[src/rtl/ps2_tx.sv]
//-----------------------------------------------------------------------------
// ps2_tx - PS/2 host-to-device transmitter.
//
// Sends one command byte (e.g. 0xED set LEDs, 0xFF reset, 0xF4 enable) to a
// PS/2 device. Both PS/2 lines are open-drain. This block only produces
// active-high pull-low enables, and the top level merges them into the pins.
// All state advances on ce ticks (the 7 MHz enable domain). Reset is the
// exception: it acts on any clock edge.
//
// Frame: the host holds the clock low for INHIBIT ticks, then pulls data low
// (start bit) and releases the clock. The device then clocks 11 pulses. The
// host changes data after each falling edge (8 data bits LSB first, odd
// parity, then releases data for the stop bit). On the 11th falling edge it
// samples the device's ack. A TIMEOUT guard covers the device-clocked part.
//
// Ports:
//   clock    in   system clock
//   reset    in   synchronous active-low reset
//   ce       in   clock enable (7 MHz tick)
//   ps2Ck    in   raw PS/2 clock read back from the pin
//   ps2Da    in   raw PS/2 data read back from the pin
//   ps2CkOe  out  1 pulls the PS/2 clock line low
//   ps2DaOe  out  1 pulls the PS/2 data line low
//   req      in   start a transmission (sampled on ce ticks, ignored while busy)
//   di[7:0]  in   byte to send, latched when req is accepted
//   busy     out  high from req acceptance until return to IDLE
//   done     out  one-ce-period pulse: device acknowledged the byte
//   error    out  one-ce-period pulse: NACK or timeout
//-----------------------------------------------------------------------------
`timescale 1ns/1ps

module ps2_tx #(
  parameter int INHIBIT = 700,     // clock-low ticks before the start bit
  parameter int TIMEOUT = 105000   // ticks from clock release to ack
) (
  input  logic       clock,
  input  logic       reset,
  input  logic       ce,
  input  logic       ps2Ck,
  input  logic       ps2Da,
  output logic       ps2CkOe,
  output logic       ps2DaOe,
  input  logic       req,
  input  logic [7:0] di,
  output logic       busy,
  output logic       done,
  output logic       error
);

  localparam int               CNT_W      = (INHIBIT > 1) ? $clog2(INHIBIT) : 1;
  localparam logic [CNT_W-1:0] INHIB_LAST = CNT_W'(INHIBIT - 1);
  localparam logic [16:0]      TMO_LAST   = 17'(TIMEOUT - 1);

  typedef enum logic [2:0] {IDLE, INHIB, REL, XFER, ACK} state_t;

  state_t           r_state, w_state;
  logic             r_ck_meta, r_ck_sync, r_ck_prev;
  logic             r_da_meta, r_da_sync;
  logic [7:0]       r_sh, w_sh;
  logic             r_par, w_par;
  logic [CNT_W-1:0] r_cnt, w_cnt;
  logic [3:0]       r_bit, w_bit;
  logic [16:0]      r_tmo, w_tmo;
  logic             r_ck_oe, w_ck_oe;
  logic             r_da_oe, w_da_oe;
  logic             r_busy, w_busy;
  logic             r_done, w_done;
  logic             r_error, w_error;

  logic             w_fall;
  logic             w_tmo_hit;

  assign w_fall    = r_ck_prev & ~r_ck_sync;
  assign w_tmo_hit = (r_tmo == TMO_LAST);

  // Every register is reset, including the data latches, so a reset in the
  // middle of a frame releases both lines on that same edge.
  // NOTE: sequential state uses non-blocking assignments only, so all
  // registers update together from values sampled before the edge.
  always_ff @(posedge clock) begin
    if (!reset) begin
      r_state   <= IDLE;
      r_ck_meta <= 1'b0;
      r_ck_sync <= 1'b0;
      r_ck_prev <= 1'b0;
      r_da_meta <= 1'b0;
      r_da_sync <= 1'b0;
      r_sh      <= '0;
      r_par     <= 1'b0;
      r_cnt     <= '0;
      r_bit     <= '0;
      r_tmo     <= '0;
      r_ck_oe   <= 1'b0;
      r_da_oe   <= 1'b0;
      r_busy    <= 1'b0;
      r_done    <= 1'b0;
      r_error   <= 1'b0;
    end else if (ce) begin
      r_ck_meta <= ps2Ck;
      r_ck_sync <= r_ck_meta;
      r_ck_prev <= r_ck_sync;
      r_da_meta <= ps2Da;
      r_da_sync <= r_da_meta;
      r_state   <= w_state;
      r_sh      <= w_sh;
      r_par     <= w_par;
      r_cnt     <= w_cnt;
      r_bit     <= w_bit;
      r_tmo     <= w_tmo;
      r_ck_oe   <= w_ck_oe;
      r_da_oe   <= w_da_oe;
      r_busy    <= w_busy;
      r_done    <= w_done;
      r_error   <= w_error;
    end
  end

  // NOTE: every signal gets a default before the case, so no path through
  // this block leaves one unassigned (which would infer a latch).
  always_comb begin
    w_state = r_state;
    w_sh    = r_sh;
    w_par   = r_par;
    w_cnt   = r_cnt;
    w_bit   = r_bit;
    w_tmo   = r_tmo;
    w_ck_oe = r_ck_oe;
    w_da_oe = r_da_oe;
    w_busy  = r_busy;
    w_done  = 1'b0;
    w_error = 1'b0;

    case (r_state)
      IDLE: begin
        w_busy  = 1'b0;
        w_ck_oe = 1'b0;
        w_da_oe = 1'b0;
        if (req) begin
          w_sh    = di;
          w_par   = ~^di;          // odd parity
          w_busy  = 1'b1;
          w_ck_oe = 1'b1;          // inhibit: hold the clock low
          w_cnt   = '0;
          w_state = INHIB;
        end
      end

      INHIB: begin
        w_cnt = r_cnt + CNT_W'(1);
        if (r_cnt == INHIB_LAST) begin
          w_da_oe = 1'b1;          // start bit
          w_state = REL;
        end
      end

      REL: begin
        w_ck_oe = 1'b0;            // hand the clock over to the device
        w_bit   = '0;
        w_tmo   = '0;
        w_state = XFER;
      end

      XFER: begin
        w_tmo = r_tmo + 17'd1;
        if (w_tmo_hit) begin
          w_error = 1'b1;
          w_ck_oe = 1'b0;
          w_da_oe = 1'b0;
          w_busy  = 1'b0;
          w_state = IDLE;
        end else if (w_fall) begin
          w_bit = r_bit + 4'd1;
          case (r_bit)
            4'd8:    w_da_oe = ~r_par;
            4'd9:    w_da_oe = 1'b0;   // stop bit: release data
            4'd10: begin
              // The device pulls data low to acknowledge the frame.
              if (!r_da_sync) begin
                w_state = ACK;
              end else begin
                w_error = 1'b1;
                w_ck_oe = 1'b0;
                w_da_oe = 1'b0;
                w_busy  = 1'b0;
                w_state = IDLE;
              end
            end
            default: if (r_bit < 4'd8) w_da_oe = ~r_sh[r_bit[2:0]];
          endcase
        end
      end

      ACK: begin
        w_tmo = r_tmo + 17'd1;
        if (w_tmo_hit) begin
          w_error = 1'b1;
          w_ck_oe = 1'b0;
          w_da_oe = 1'b0;
          w_busy  = 1'b0;
          w_state = IDLE;
        end else if (r_ck_sync && r_da_sync) begin
          w_done  = 1'b1;
          w_busy  = 1'b0;
          w_state = IDLE;
        end
      end

      default: begin
        w_ck_oe = 1'b0;
        w_da_oe = 1'b0;
        w_busy  = 1'b0;
        w_state = IDLE;
      end
    endcase
  end

  assign ps2CkOe = r_ck_oe;
  assign ps2DaOe = r_da_oe;
  assign busy    = r_busy;
  assign done    = r_done;
  assign error   = r_error;

endmodule

[config.mk]
export PLATFORM = sky130hd
export DESIGN_NAME = ps2_tx
export DESIGN_NICKNAME = d
export VERILOG_FILES = /design/src/rtl/ps2_tx.sv
export SDC_FILE = /design/constraint.sdc
export NUM_CORES = 1
export LEC_CHECK = 0
export ABC_AREA = 1
export BUFFER_PORTS_ARGS = -buffer_cell sky130_fd_sc_hd__buf_2
export CAP_MARGIN = 20
export CORE_MARGIN = 2
export CORE_UTILIZATION = 30
export DETAILED_ROUTE_END_ITERATION = 10
export PLACE_DENSITY = 0.53
export SLEW_MARGIN = 20
export SYNTH_ARGS = -nofsm -noshare
export SYNTH_HDL_FRONTEND = slang
export SYNTH_SLANG_ARGS = --single-unit
[constraint.sdc]
create_clock -name clock -period 5.4 [get_ports clock]
set_input_delay 0.54 -clock clock [delete_from_list [all_inputs] [get_ports clock]]
set_output_delay 0.54 -clock clock [all_outputs]
set_load 0.02 [all_outputs]
==> flow_summary.yaml <==
synth:
  syn-cell-area_um2: 2960
  synth-seq-cells: 53
  syn_nets: 456
  netlist_instances: 436
  synth_warnings: 0
  synth_top_cell_area_share_pct: 35.8
  ys_types: 37
  yosysSeqAreaShare_pct: 35.8
  syn_avg_cell_area_um2: 6.79
  yosysTopAreaCell: "dfxtp_1"
  yosys-top-cells-area: "dfxtp_1 (36%), nand2_1 (12%), nor2_1 (7.1%)"
timing:
  slew_viol_final: 0
  period_minus_slack_ns: 1.90
  timing_hold_violations_final: 0
  fin_crit_sh_pct: 35.1
  fin_skew_ns: 0.00486
  tightest_slew_ns: 0.534
  max_freq_mhz: 528
  final.setup.tns_ns: 0
  slew_headroom_pct: 64.2
  rsz0062_at_grt: "no"
  finalSetupViolCount: 0
die:
  die_area_um2: 10700
  die_h_um: 103
  rows: 36
  fp.dieW_um: 103
  coreArea_um2: 9680
  io_pins: 19
  start_util_pct: 30.6
setup_path:
  required_ns: 5.62
  rrSetupSlack_ns: 3.50
  r2r_end: "ps2DaOe"
  start_kind: "flip-flop"
  path_max_fanout: 10
  rr_worst_depth: 10
  arrival_ns: 2.11
  critPathKind: "reg2reg"
  r2r_start: "r_bit[0]"
  critPathCaptureType: "flip-flop"
global_routing:
  gr-total-overflow: 0
  grt_pass1_wl_mm: 11.9
  grt_antenna_before_repair: 0
  grt_pass1_vias: 2551
  track_usage_pct: 14.0
  grt_max_degree: 21
cells_and_area:
  final_common_cell: "nand2_1"
  diodes: 0
  layout.cells.most_common_list: "nand2_1 (92), nor2_1 (56), inv_1 (54)"
  multi_input_area_um2: 1630
  nets: 472
  syn2layout_area_growth_pct: 10.8
  num-fill-cells: 1072
  regArea_um2: 1060
  drive_above_1_share_pct: 12.6
drt:
  first_iter_violations: 115
  drc: 0
  detail-route-antenna-nets: 0
  vias: 2702
  dr.pass1.iters: 4
  viasPerCell: 4.61
  wl_per_cell_um: 11.7
  routed_wl_mm: 6.83
placement:
  io_buffers: 18
  routabilityCongestion: 0.840
  hpwl_mm: 5.11
clock_tree:
  cts_hold_buf: 0
  clock_latency_ns: 0.31
  cts_tree: "done"
  root_buffer: "clkbuf_8"
  cts_buffers: 5
  clockBufferDepth: 2
  htree_levels: 2
  cts_setup_buffers: 0
  clkTransAtPathRegs_ns: 0.10
  cts_resized: 0
  clock-sinks: 53
worst_hold_path:
  min_to: "r_cnt[5]"
  min_path_cells: 2
  hold_class: "reg2reg"
  min-delay-start: "r_cnt[5]"
power:
  peakVddDrop_uv: 101
  p_leak_nw: 1.29
  p_per_area_nw_per_um2: 308
  power.total_mw: 1.01
job:
  drv_cap: 0
outcome:
  status: "finished clean"
stage by stage:
| stage | worst slack, ns | util (%) | instance area [um2] | hold slack [ns] | cells |
|---|---|---|---|---|---|
| 3_3_place_gp | 3.27 | 32.7 | 3170 | 0.436 | 578 |
| 2_1_floorplan | 3.70 | - | 2960 | 0.423 | 436 |
| 3_5_place_dp | 3.20 | 32.7 | 3170 | 0.442 | 578 |
| 4_1_cts | 3.49 | 33.9 | 3280 | 0.459 | 586 |
| 6_report | 3.50 | 33.9 | 3280 | 0.454 | 586 |
| 5_1_grt | 3.26 | 33.9 | 3280 | 0.475 | 586 |
how the worst max path moves through the flow:
stage                          end       start  cells past startpoint
after floorplan            ps2DaOe    r_bit[0]                     11
after global placement    r_tmo[4]          ce                      8
after detailed placement  r_tmo[4]          ce                      8
after CTS                 r_tmo[4]  r_state[1]                      9
after global routing       ps2DaOe    r_bit[0]                     10
final                      ps2DaOe    r_bit[0]                     10
worst max-delay path: stages, from the launching register on:
cell and delay (ns):
dfxtp_1 0.55, inv_1 0.21, ha_1 0.28, o31ai_1 0.31, nand2_1 0.08, nor2_1 0.10
nor2_1 0.05, nand2_1 0.08, nand2_1 0.05, nand2_1 0.05, nor2_1 0.04
registers in the layout, summed over array words and instances, names as in the netlist:
name and count:
r_tmo 17, r_ck_meta 1, r_bit 4, r_da_sync 1, r_sh 8, r_state 3
busy 1, error 1, r_da_meta 1, r_ck_prev 1, r_cnt 10, r_ck_sync 1
ps2DaOe 1, done 1, r_par 1, ps2CkOe 1
per-layer routing:
| metal | part of all wire (%) | track usage, % | wire [um] |
|---|---|---|---|
| met1 | 51 | 19.2 | 3510 |
| met2 | 44 | 22.6 | 3040 |
| met3 | 3.2 | 2.69 | 217 |
| met4 | 0.95 | 3.85 | 65 |
| met5 | 0 | 0 | 0 |
kinds of logic (layout without fill, tap and decap cells):
kind of cell | count (synthesis) | after routing | synth area share [%]
AND/OR/NAND/NOR | 226 | 226 | 35.6
AO/OA/AOI/OAI | 71 | 71 | 13.3
buffers and inverters | 68 | 85 | 9.25
flip-flops | 53 | 53 | 35.8
XOR/XNOR | 12 | 12 | 3.55
adder cells (fa/ha/maj) | 6 | 6 | 2.53
synth_stat cells, drive strengths merged:
master,count
o31ai,1
o21ai,23
nand2,103
a31oi,1
o22ai,1
dfxtp,53
a21oi,39
xor2,8
inv,57
buf,1
nand3b,1
and3,1
a211oi,3
nand3,35
xnor2,4
and2,1
nor2,63
ha,6
nor3,12
clkbuf,8
clkinv,2
a31o,1
o211ai,1
nand4,10
a221oi,1
area by class of cell:
type | instances | area share [%]
well taps | 133 | 5.07
inverters | 59 | 6.79
clock inverters | 3 | 1.41
multi-input cells | 315 | 49.6
repair buffers | 18 | 2.74
clock buffers | 5 | 2.10
flip-flops and latches | 53 | 32.3
where the power goes:
group,switching (mW),internal (mW),total (mW),leakage [nW]
logic,0.198,0.0887,0.286,0.805
clock network,0.140,0.139,0.279,0.0543
registers,0.0238,0.422,0.446,0.431
(Power assumes the default switching activity.)
